<file path="src/rtl/decoder_pkg.sv">
// Shared definitions for the scanning N-of-M line decoder.
//
// Contents:
//   state_t      - controller states (IDLE, DIRECT, SCAN)
//   MODE_DIRECT  - mode input value selecting host-addressed operation
//   MODE_SCAN    - mode input value selecting automatic sequencing
//   addr_window  - whether the controller may take a host address in a
//                  given state/mode combination (enable applied separately)
package decoder_pkg;

  typedef enum logic [1:0] {
    IDLE   = 2'd0,
    DIRECT = 2'd1,
    SCAN   = 2'd2
  } state_t;

  localparam logic MODE_DIRECT = 1'b0;
  localparam logic MODE_SCAN   = 1'b1;

  // A host address is only meaningful while not sequencing and while the
  // mode input asks for direct addressing, so a mode change pending on the
  // next edge already closes the window.
  function automatic logic addr_window(input state_t st, input logic mode);
    return (st != SCAN) && (mode == MODE_DIRECT);
  endfunction

endpackage

</file>
<file path="src/rtl/onehot_dec.sv">
// Combinational binary-to-one-hot decoder with enable and output polarity.
//
// Parameters:
//   ADDR_W     - width of the select index; 2**ADDR_W output lines
//   ACTIVE_LOW - 1: selected line 0, others 1; 0: selected line 1, others 0
// Ports:
//   sel   - index of the line to select
//   en    - when low, every line is driven to its inactive level
//   lines - decoded select lines
module onehot_dec #(
  parameter int ADDR_W     = 3,
  parameter bit ACTIVE_LOW = 1'b1
) (
  input  logic [ADDR_W-1:0]      sel,
  input  logic                   en,
  output logic [2**ADDR_W-1:0]   lines
);

  localparam int N = 2**ADDR_W;

  logic [N-1:0] hot;

  // Active-high one-hot image first; polarity is applied as a final
  // inversion so the disabled case naturally becomes all-inactive.
  always_comb begin
    hot = '0;
    if (en) begin
      hot[sel] = 1'b1;
    end
  end

  assign lines = ACTIVE_LOW ? ~hot : hot;

endmodule

</file>
<file path="src/rtl/decoder_nm_scan.sv">
// Registered line decoder that either holds a host-supplied index (DIRECT)
// or steps through all lines on its own with a programmable dwell (SCAN).
//
// Parameters:
//   ADDR_W     - index width; the block drives 2**ADDR_W select lines
//   DWELL_W    - width of the dwell counter and of the dwell input
//   ACTIVE_LOW - 1: selected line driven 0, others 1; 0: inverted
// Ports:
//   clk        - clock, all state changes on the rising edge
//   rst        - asynchronous active-high reset
//   e1_n, e2_n - active-low enables
//   e3         - active-high enable (effective enable = e3 & ~e1_n & ~e2_n)
//   mode       - MODE_DIRECT or MODE_SCAN
//   addr_valid - addr carries a new index
//   addr       - requested line index
//   addr_ready - the block takes addr on this edge (combinational)
//   dwell      - extra cycles each line stays selected while scanning
//   y          - registered select lines
//   idx        - currently held index
//   wrap       - one-cycle pulse, aligned with y, when the scan returns to 0
module decoder_nm_scan
  import decoder_pkg::*;
#(
  parameter int ADDR_W     = 3,
  parameter int DWELL_W    = 16,
  parameter bit ACTIVE_LOW = 1'b1
) (
  input  logic                   clk,
  input  logic                   rst,
  input  logic                   e1_n,
  input  logic                   e2_n,
  input  logic                   e3,
  input  logic                   mode,
  input  logic                   addr_valid,
  input  logic [ADDR_W-1:0]      addr,
  output logic                   addr_ready,
  input  logic [DWELL_W-1:0]     dwell,
  output logic [2**ADDR_W-1:0]   y,
  output logic [ADDR_W-1:0]      idx,
  output logic                   wrap
);

  localparam int N = 2**ADDR_W;
  localparam logic [N-1:0] Y_OFF = {N{ACTIVE_LOW}};

  state_t              state;
  logic [ADDR_W-1:0]   idx_q;
  logic [DWELL_W-1:0]  cnt;
  logic                wrap_evt;
  logic                wrap_q;
  logic [N-1:0]        y_q;

  logic                en;
  logic                accept;
  logic                dec_en;
  logic [N-1:0]        dec_lines;

  assign en         = e3 & ~e1_n & ~e2_n;
  assign addr_ready = en & addr_window(state, mode);
  assign accept     = addr_valid & addr_ready;

  // Lines stay inactive until the controller has left IDLE at least once.
  assign dec_en = en & (state != IDLE);

  onehot_dec #(
    .ADDR_W     (ADDR_W),
    .ACTIVE_LOW (ACTIVE_LOW)
  ) u_dec (
    .sel   (idx_q),
    .en    (dec_en),
    .lines (dec_lines)
  );

  // Controller, index, dwell counter and output registers.
  // y samples the decode of the index held before this edge, which gives the
  // one-cycle lag between an index change and the lines. wrap_evt marks the
  // edge on which the scan rolled over; it is delayed once more into wrap so
  // the pulse lines up with y showing line 0. With en low everything except
  // the output registers is frozen in place.
  // The dwell test uses >= so that lowering dwell below the current count
  // forces an advance on the very next edge instead of waiting for the
  // counter to roll around.
  always_ff @(posedge clk or posedge rst) begin
    if (rst) begin
      state    <= IDLE;
      idx_q    <= '0;
      cnt      <= '0;
      wrap_evt <= 1'b0;
      wrap_q   <= 1'b0;
      y_q      <= Y_OFF;
    end else begin
      y_q      <= dec_lines;
      wrap_q   <= wrap_evt;
      wrap_evt <= 1'b0;
      if (en) begin
        case (state)
          IDLE: begin
            state <= (mode == MODE_SCAN) ? SCAN : DIRECT;
            cnt   <= '0;
            if (accept) begin
              idx_q <= addr;
            end
          end
          DIRECT: begin
            if (mode == MODE_SCAN) begin
              state <= SCAN;
              cnt   <= '0;
            end else if (accept) begin
              idx_q <= addr;
            end
          end
          SCAN: begin
            if (mode == MODE_DIRECT) begin
              state <= DIRECT;
              cnt   <= '0;
            end else if (cnt >= dwell) begin
              idx_q    <= idx_q + ADDR_W'(1);
              cnt      <= '0;
              wrap_evt <= (idx_q == {ADDR_W{1'b1}});
            end else begin
              cnt <= cnt + DWELL_W'(1);
            end
          end
          default: begin
            state <= IDLE;
            cnt   <= '0;
          end
        endcase
      end
    end
  end

  assign y    = y_q;
  assign idx  = idx_q;
  assign wrap = wrap_q;

endmodule

</file>
<file path="config.mk">
export PLATFORM = sky130hd
export DESIGN_NAME = decoder_nm_scan
export DESIGN_NICKNAME = d
export VERILOG_FILES = /design/src/rtl/decoder_pkg.sv /design/src/rtl/onehot_dec.sv /design/src/rtl/decoder_nm_scan.sv
export SDC_FILE = /design/constraint.sdc
export NUM_CORES = 1
export LEC_CHECK = 0
export ABC_AREA = 1
export CAP_MARGIN = 30
export CORE_MARGIN = 2
export CORE_UTILIZATION = 44
export CTS_BUF_LIST = sky130_fd_sc_hd__clkbuf_4
export DETAILED_ROUTE_END_ITERATION = 8
export GPL_TIMING_DRIVEN = 0
export PLACE_DENSITY_LB_ADDON = 0.25
export SLEW_MARGIN = 20
export SYNTH_ARGS = -nofsm -noshare
export SYNTH_HDL_FRONTEND = slang
export SYNTH_SLANG_ARGS = --single-unit
</file>
<file path="constraint.sdc">
create_clock -name clk -period 2.65 [get_ports clk]
set_clock_uncertainty 0.2 [all_clocks]
set_input_delay 0.53 -clock clk [delete_from_list [all_inputs] [get_ports clk]]
set_output_delay 0.53 -clock clk [all_outputs]
set_load 0.1 [all_outputs]
</file>
==> results of run 1 <==
[critical path, cell delays in order]
cell,delay (ns)
clkdlybuf4s50_1,0.50
nand3b_1,0.30
nor3_4,0.17
buf_4,0.31
[cell type report]
| cell class | instances | area share |
|---|---|---|
| multi-input cells | 185 | 0.435 |
| flip-flops and latches | 31 | 0.299 |
| repair buffers | 38 | 0.138 |
| inverters | 47 | 0.0671 |
| well taps | 54 | 0.0257 |
| clock inverters | 3 | 0.0147 |
| clock buffers | 5 | 0.0143 |
| plain buffers | 2 | 0.00618 |
[routing by layer]
metal	track usage	wire length (um)	vias up
met5	0	0	-
met1	0.220	1940	802
met2	0.288	1880	35
li1	-	-	932
met3	0.0384	148	3
met4	0.0707	29	0
[flip-flops by register name (all words and copies together), names as in the netlist]
register / count
cnt: 16
y: 8
idx: 3
state: 2
wrap: 1
wrap_evt: 1
[cells in the final DEF, fill, tap and decap left out, types with 3 or more instances in the layout]
master            n
ha_1             19
nand3_1          12
clkbuf_4          5
dfstp_2           8
nor3_4            3
nor2_2           11
dlygate4sd2_1    11
xor2_1            5
nor2_1           21
nand4_1           6
nand2_2           4
nand2_1          71
clkdlybuf4s50_1  26
inv_2             6
dfrtp_1          23
a21oi_1           7
o21ai_0           7
inv_1            41
nor2_4            3
[cells by family after synthesis]
family	count (synthesis)	synth area share
compound gates	20	0.0538
flops	31	0.371
buf+inv	49	0.0911
fa+ha+maj	19	0.112
xor+xnor	6	0.0248
simple gates	140	0.347
[synth_stat cells]
cell type  number  share of area
inv_2           5         0.0089
nand4_2         1         0.0059
dfrtp_1        23           0.27
nor2_2         11          0.033
nand3_2         1         0.0047
dfstp_2         8          0.099
nor2_4          3          0.016
nand3_1        12          0.028
nand4_1         6          0.018
nor3_4          2          0.015
o21ai_0         7          0.017
buf_6           1         0.0053
a21oi_1         7          0.017
xor2_1          5          0.021
nor3_1          2         0.0047
nand4_4         2          0.020
nor2_1         21          0.037
nand2_2         4          0.012
inv_1          42          0.075
nor3_2          1         0.0047
nor2_8          1         0.0095
nand3_4         1         0.0083
ha_1           19           0.11
a31oi_1         1         0.0030
buf_2           1         0.0024
xnor2_1         1         0.0041
nand3b_1        1         0.0035
o31ai_1         2         0.0071
nand2_1        71           0.13
a41oi_1         1         0.0041
o21a_1          1         0.0035
o22ai_1         1         0.0030
[power by group through the flow]
stage / sequential (mW) / combinational, mW / clock, mW
floorplan: 0.751 / 0.192 / 0
global placement: 0.583 / 0.491 / 0
detailed placement: 0.583 / 0.497 / 0
CTS: 0.573 / 0.482 / 0.382
global route: 0.583 / 0.527 / 0.395
finish: 0.574 / 0.477 / 0.372
[path summary, 6_finish.rpt]
check	start	endpoint	slack, ns	cells after the start
max	e2_n	addr_ready	0.10	4
min	wrap_evt	wrap	0.18	0
max reg2reg	cnt[3]	cnt[6]	0.57	13
min reg2reg	wrap_evt	wrap	0.18	0
max in group asynchronous	rst	wrap	1.44	2
min in group asynchronous	rst	cnt[2]	0.38	2
[stage by stage]
| stage | setup WS, ns | cell area [um^2] | power [mW] | util | hold slack [ns] |
|---|---|---|---|---|---|
| CTS | 0.0756 | 2630 | 1.44 | 0.561 | 0.173 |
| floorplan | 0.327 | 2120 | 0.943 | - | 0.131 |
| global placement | -0.747 | 2570 | 1.07 | 0.548 | 0.135 |
| detailed placement | -0.766 | 2570 | 1.08 | 0.548 | 0.136 |
| global route | 0.0253 | 2630 | 1.51 | 0.561 | 0.172 |
| finish | 0.102 | 2630 | 1.42 | 0.561 | 0.176 |
==> run metrics, run 1 <==
status finished clean; leakage power 1.31 nW; Synth-to-Final Area Change 24.3%; f_max 0.393 GHz; internal power 834 uW; Congestion Overflow GR 0; Placed Cells 357; # fillers 455; Post-Syn Area 2120 um^2; RSZ-0062 raised after global routing false; Setup Buffers After CTS 0; final wirelength 4000 um; Clock power frac 0.261; Switching Share 0.414; # hold bufs at CTS 0; PD cells 541 nW/um^2; Layout Nets 355; CTS Sinks 31; Setup Viol. Count Final 0; Initial Util 0.451; Hold Crit Class reg2reg; H-tree depth 2; sequential share of power 0.403; Pins Over Slew Limit 0; Core ar. 4690 um^2; die extent in y 73.3 um; standard-cell rows 25; largest net degree at the start of global routing 32; antenna violations before repair 0; clk slew on worst S/H paths 0.11 ns; startpoint type of the worst setup path input port; setup TNS 0 ns; PostCTS Resize Cnt 17; fin crit period 2.55 ns; post-synthesis sequential area ratio 0.371; Max Cap Viol 0; Setup Crit Path Kind in2out; share of layout cells above drive strength 1 0.164; dpl hpwl 3010 um; Distinct cells, synth 32; Port-buffer cells 38; GPL Wtd Cong 0.774; peak supply drop 360 uV; CP max FO 3; Final ANT Viol Nets 0; syn nets 310; Top-Level Pins 39; multi-input combinational cell area 1140 um^2; CP arrival 1.82 ns; relative slew slack 0.356; Root Buffer clkbuf_4; WL/cell 11.0 um; die area 5380 um^2; Tcrit/Tclk final 0.961; Setup crit end kind output port; DRT Pass-1 Iters 4; TritonCTS buffer count 5; Gate power share 0.335; GRT Total Usage 0.174; Clk Latency, worst-skew pair 0.34 ns; number of global-route vias before repair 1684; syn avg cell area 7.98 um^2; CTS tree yes; YS warnings 0; n_diodes 0; Final Hold Viols 0; vias per inst 4.85; die width 73.3 um; first-pass GRT wire length 7190 um; DRT iter0 DRCs 137; DRC 0; required time worst endpoint 1.92 ns; Least-Margin Pin Slew 0.963 ns; vias after detailed routing 1772; Post-Syn Instances 265; Clock Path Buffers 2; Layout Cells excl Fill 365; switching pwr 589 uW; FF/Latch Area 786 um^2; Synth Register Bits 31
Note: power is estimated with default switching activity, not from simulation.
==> run 2: changes to the inputs <==
--- a/config.mk
+++ b/config.mk
@@ -7,7 +7,7 @@
 export LEC_CHECK = 0
 export ABC_AREA = 1
 export CAP_MARGIN = 30
-export CORE_MARGIN = 2
+export CORE_MARGIN = 5
 export CORE_UTILIZATION = 44
 export CTS_BUF_LIST = sky130_fd_sc_hd__clkbuf_4
 export DETAILED_ROUTE_END_ITERATION = 8
==> constraint.sdc (replaced) <==
create_clock -name clk -period 3.3 [get_ports clk]
set_clock_uncertainty 0.2 [all_clocks]
set_input_delay 0.66 -clock clk [delete_from_list [all_inputs] [get_ports clk]]
set_output_delay 0.66 -clock clk [all_outputs]
set_load 0.1 [all_outputs]
==> run 2 against run 1 <==
Compared with the run above: sequential cell count stayed put; worst hold slack worse by 0.018 ns; critical path depth unchanged; first-iteration DRC count fell by 36%; non-clock buffer count did not move; power is 19% lower; sequential share of layout area is 0.13 points lower; via count down 1.2%; highest routed layer unchanged; critical path type unchanged; die area up 17%; cell area grew 0.43%; wire length is 3.8% higher; largest cell class unchanged.
==> run metrics, run 2 (synthesis results as in run 1) <==
status finished clean (unchanged); fin crit period 3.05 ns; Layout Cells excl Fill 365 (unchanged); clk slew on worst S/H paths 0.10 ns (was 0.11 ns); f_max 0.328 GHz; CP max FO 3 (unchanged); die area 6300 um^2 (was 5380 um^2); standard-cell rows 25 (unchanged); Setup Buffers After CTS 0 (unchanged); DRC 0 (unchanged); dpl hpwl 3180 um (was 3010 um); # hold bufs at CTS 0 (unchanged); TritonCTS buffer count 5 (unchanged); reg-to-reg endpoint cnt[4] (was cnt[6]); number of global-route vias before repair 1637 (was 1684); relative slew slack 0.350 (was 0.356); Final ANT Viol Nets 0 (unchanged); Initial Util 0.451 (unchanged); Final Core Density 0.563 (was 0.561); Core ar. 4690 um^2 (unchanged); Hold Crit Class reg2reg (unchanged); Top-Level Pins 39 (unchanged); # fillers 446 (was 455); GRT Total Usage 0.146 (was 0.174); Congestion Overflow GR 0 (unchanged); die width 79.3 um (was 73.3 um); n_diodes 0 (unchanged); CTS tree yes (unchanged); leakage power 1.31 nW (about the same); antenna violations before repair 0 (unchanged); peak supply drop 314 uV (was 360 uV); Least-Margin Pin Slew 0.972 ns (was 0.963 ns); RSZ-0062 raised after global routing false (unchanged); worst hold stages 0 (unchanged); Setup Viol. Count Final 0 (unchanged); die extent in y 79.3 um (was 73.3 um); register bank with the most flops cnt (unchanged); multi-input combinational cell area 1140 um^2 (about the same); CTS Sinks 31 (unchanged); RR Startpoint cnt[13] (was cnt[3]); startpoint type of the worst setup path input port (unchanged); WL/cell 11.4 um (was 11.0 um); final wirelength 4150 um (was 4000 um); reg-to-reg slack, setup 1.22 ns (was 0.57 ns); FF/Latch Area 786 um^2 (unchanged); Root Buffer clkbuf_4 (unchanged); vias per inst 4.80 (was 4.85); share of layout cells above drive strength 1 0.164 (unchanged); vias after detailed routing 1751 (was 1772); Final Hold Viols 0 (unchanged); H-tree depth 2 (unchanged); Placed Cells 357 (unchanged); setup TNS 0 ns (unchanged); Tcrit/Tclk final 0.925; Clock Path Buffers 2 (unchanged); first-pass GRT wire length 7200 um (was 7190 um); Max Cap Viol 0 (unchanged); CP arrival 2.19 ns (was 1.82 ns); most frequent cells in the layout nand2_1 (71), inv_1 (41), clkdlybuf4s50_1 (37), dfrtp_1 (23), nor2_1 (21) (was nand2_1 (71), inv_1 (41), clkdlybuf4s50_1 (26), dfrtp_1 (23), nor2_1 (21)); Setup Crit Path Kind in2out (unchanged); most common cell after layout, fill and taps aside nand2_1 (unchanged); Pins Over Slew Limit 0 (unchanged); Layout Nets 355 (unchanged); GPL Wtd Cong 0.762 (was 0.774); worst hold endpoint wrap (unchanged); DRT iter0 DRCs 87 (was 137); required time worst endpoint 2.44 ns (was 1.92 ns); Setup crit end kind output port (unchanged); Clk Latency, worst-skew pair 0.34 ns (about the same); PD cells 436 nW/um^2 (was 541 nW/um^2); setup ws final 0.247 ns (was 0.102 ns); Place WS -0.348 ns (was -0.766 ns); flip-flop count of the largest register after layout 16 (unchanged); Port-buffer cells 38 (unchanged); final hold slack 0.158 ns (was 0.176 ns); largest net degree at the start of global routing 32 (unchanged); r2r worst-path depth 9 (was 13); DRT Pass-1 Iters 4 (unchanged); hold_sp wrap_evt (unchanged); Synth-to-Final Area Change 24.8% (was 24.3%)
-- run 2: changes by cell type in the layout (fill, tap and decap cells not counted) --
cell             delta
buf_4               -1
nor3_2              +1
nor3_4              -1
dlygate4sd2_1      -11
clkdlybuf4s50_1    +11
clkdlybuf4s15_2     +1
-- run 2: metrics by stage --
| stage | total power [mW] | cell area (um^2) |
|---|---|---|
| floorplan | 0.756 | 2120 |
| global placement | 0.861 | 2560 |
| detailed placement | 0.866 | 2560 |
| CTS | 1.17 | 2640 |
| global route | 1.22 | 2640 |
| finish | 1.15 | 2640 |
-- run 2: timing repair --
item / CTS / global route
endpoints found under the setup margin: 1 / 0
resized for setup: 3 / 0
hold endpoints to repair: 0 / 0
-- run 2: layer usage --
metal | global-route usage | up-vias | part of all wire
li1 | - | 929 | -
met4 | 0.0567 | 0 | 0.017
met1 | 0.188 | 779 | 0.48
met5 | 0 | - | 0
met2 | 0.240 | 37 | 0.46
met3 | 0.0317 | 6 | 0.042
-- run 2: critical path, cell delays in order --
cell and delay (ns):
clkdlybuf4s50_1 0.50, nand3b_1 0.27, nor3_2 0.18, clkdlybuf4s15_2 0.58
-- run 2: layout make-up --
class	count	area share
clock buffer	5	0.0142
timing repair buffer	38	0.144
clock inverter	3	0.0147
inverter	47	0.0668
tap	54	0.0256
multi-input combinational	185	0.431
sequential	31	0.297
buffer	2	0.00616
-- run 2: worst max-delay path by stage --
stage | cells after the start | startpoint | slack [ns] | endpoint
floorplan | 2 | e2_n | 0.38 | addr_ready
global placement | 4 | e2_n | -0.34 | addr_ready
detailed placement | 4 | e2_n | -0.35 | addr_ready
CTS | 4 | e2_n | 0.23 | addr_ready
global route | 4 | e2_n | 0.19 | addr_ready
finish | 4 | e2_n | 0.25 | addr_ready
-- run 2: report_power, final --
part,switching [mW],internal [mW],leakage (nW)
Clock,0.137,0.156,0.0426
Combinational,0.280,0.118,0.870
Sequential,0.0501,0.412,0.400
Total,0.467,0.685,1.31
==> run 3: changes to the inputs <==
--- a/config.mk
+++ b/config.mk
@@ -13,6 +13,8 @@
 export DETAILED_ROUTE_END_ITERATION = 8
 export GPL_TIMING_DRIVEN = 0
 export PLACE_DENSITY_LB_ADDON = 0.25
+export SETUP_SLACK_MARGIN = 0.5
+export SKIP_LAST_GASP = 1
 export SLEW_MARGIN = 20
 export SYNTH_ARGS = -nofsm -noshare
 export SYNTH_HDL_FRONTEND = slang
==> run 3 against run 2 <==
Compared with the run above: clock-buffer cell count unchanged; highest routed layer unchanged; first-iteration DRC count shrank 48%; cell area did not move; combinational power down 3%; largest cell class unchanged; wire length fell by 5.2%; via count grew 0.34%; fmax is 13% higher; sequential cell count is the same; critical path type unchanged; non-clock buffer count increased by 1; critical endpoint unchanged.
==> run metrics, run 3 (synthesis results as in run 1) <==
Clock Path Buffers 2 (unchanged); share of layout cells above drive strength 1 0.167 (was 0.164); Clk Latency, worst-skew pair 0.33 ns (was 0.34 ns); CP max FO 2 (was 3); hold_sp wrap_evt (unchanged); die extent in y 79.3 um (unchanged); FF/Latch Area 786 um^2 (unchanged); die width 79.3 um (unchanged); RR Startpoint cnt[3] (was cnt[13]); most common cell after layout, fill and taps aside nand2_1 (unchanged); die area 6300 um^2 (unchanged); CP arrival 1.85 ns (was 2.19 ns); TritonCTS buffer count 5 (unchanged); Place WS -0.362 ns (was -0.348 ns); Setup Crit Path Kind in2out (unchanged); Final Hold Viols 0 (unchanged); worst hold stages 0 (unchanged); Total Power 1.14 mW (was 1.15 mW); standard-cell rows 25 (unchanged); # fillers 467 (was 446); setup TNS 0 ns (unchanged); reg-to-reg slack, setup 1.21 ns (was 1.22 ns); leakage power 1.31 nW (about the same); required time worst endpoint 2.44 ns (about the same); H-tree depth 2 (unchanged); r2r worst-path depth 13 (was 9); Initial Util 0.451 (unchanged); DRT iter0 DRCs 45 (was 87); multi-input combinational cell area 1140 um^2 (about the same); DRT Pass-1 Iters 4 (unchanged); antenna violations before repair 0 (unchanged); Port-buffer cells 38 (unchanged); WL/cell 10.7 um (was 11.4 um); Cell Area, Placed 2570 um^2 (was 2560 um^2); number of global-route vias before repair 1577 (was 1637); peak supply drop 224 uV (was 314 uV); GRT Total Usage 0.135 (was 0.146); Core ar. 4690 um^2 (unchanged); Setup crit end kind output port (unchanged); register bank with the most flops cnt (unchanged); first-pass GRT wire length 6740 um (was 7200 um); post-route cell area 2640 um^2 (unchanged); Congestion Overflow GR 0 (unchanged); CTS tree yes (unchanged); dpl hpwl 3060 um (was 3180 um); n_diodes 0 (unchanged); fin crit period 2.71 ns (was 3.05 ns); Setup Viol. Count Final 0 (unchanged); # hold bufs at CTS 0 (unchanged); GPL Wtd Cong 0.799 (was 0.762); largest net degree at the start of global routing 32 (unchanged); flip-flop count of the largest register after layout 16 (unchanged); Final ANT Viol Nets 0 (unchanged); relative slew slack 0.354 (was 0.350); setup ws final 0.593 ns (was 0.247 ns); Least-Margin Pin Slew 0.967 ns (was 0.972 ns); CTS Sinks 31 (unchanged); Layout Nets 356 (was 355); Max Cap Viol 0 (unchanged); PD cells 432 nW/um^2 (was 436 nW/um^2); final wirelength 3930 um (was 4150 um); Pins Over Slew Limit 0 (unchanged); DRC 0 (unchanged); vias after detailed routing 1757 (was 1751); Tcrit/Tclk final 0.820 (was 0.925); f_max 0.369 GHz (was 0.328 GHz); Synth-to-Final Area Change 24.8% (unchanged); vias per inst 4.80 (about the same); Critical Path Start e2_n (unchanged); Top-Level Pins 39 (unchanged); RSZ-0062 raised after global routing false (unchanged); Root Buffer clkbuf_4 (unchanged); startpoint type of the worst setup path input port (unchanged); Hold Crit Class reg2reg (unchanged); most frequent cells in the layout nand2_1 (71), inv_1 (41), clkdlybuf4s50_1 (26), dfrtp_1 (23), nor2_1 (21) (was nand2_1 (71), inv_1 (41), clkdlybuf4s50_1 (37), dfrtp_1 (23), nor2_1 (21)); status finished clean (unchanged); clk slew on worst S/H paths 0.11 ns (was 0.10 ns)
run 3: critical path, cell delays in order:
cell and delay (ns):
clkdlybuf4s50_1 0.50, nand3b_1 0.27, nor3_4 0.17, buf_6 0.25
run 3: timing repair:
item                                    4_1_cts  5_1_grt
buffers inserted                              0        1
endpoints found under the hold margin         0        0
resized for setup                            17        1
cloned                                        0        0
endpoints found under the setup margin       12        1
run 3: where the power goes:
part	total (mW)	internal, mW	switching [mW]
Clock	0.295	0.156	0.140
Sequential	0.458	0.412	0.0466
Combinational	0.388	0.105	0.283
run 3: per-stage QoR:
stage | hold slack (ns) | util | instances
floorplan | 0.131 | - | 265
global placement | 0.133 | 0.548 | 357
detailed placement | 0.135 | 0.548 | 357
CTS | 0.163 | 0.561 | 365
global route | 0.181 | 0.563 | 366
finish | 0.163 | 0.563 | 366
run 3: final cells by class:
type / count / area share
plain buffers: 2 / 0.00616
clock buffers: 5 / 0.0142
clock inverters: 3 / 0.0147
inverters: 47 / 0.0668
multi-input cells: 185 / 0.433
flip-flops and latches: 31 / 0.297
well taps: 54 / 0.0256
repair buffers: 39 / 0.142
run 3: routing by layer:
metal | global-route usage | vias to the layer above | share of wire
li1 | - | 931 | -
met1 | 0.179 | 784 | 0.48
met2 | 0.214 | 36 | 0.45
met3 | 0.0329 | 6 | 0.048
met4 | 0.0515 | 0 | 0.016
met5 | 0 | - | 0
run 3: path summary, 6_finish.rpt:
check,endpoint
min in group asynchronous,state[0]
worst min register to register,wrap
worst max register to register,cnt[10]
max in group asynchronous,cnt[10]
worst min-delay path,wrap
worst max-delay path,addr_ready
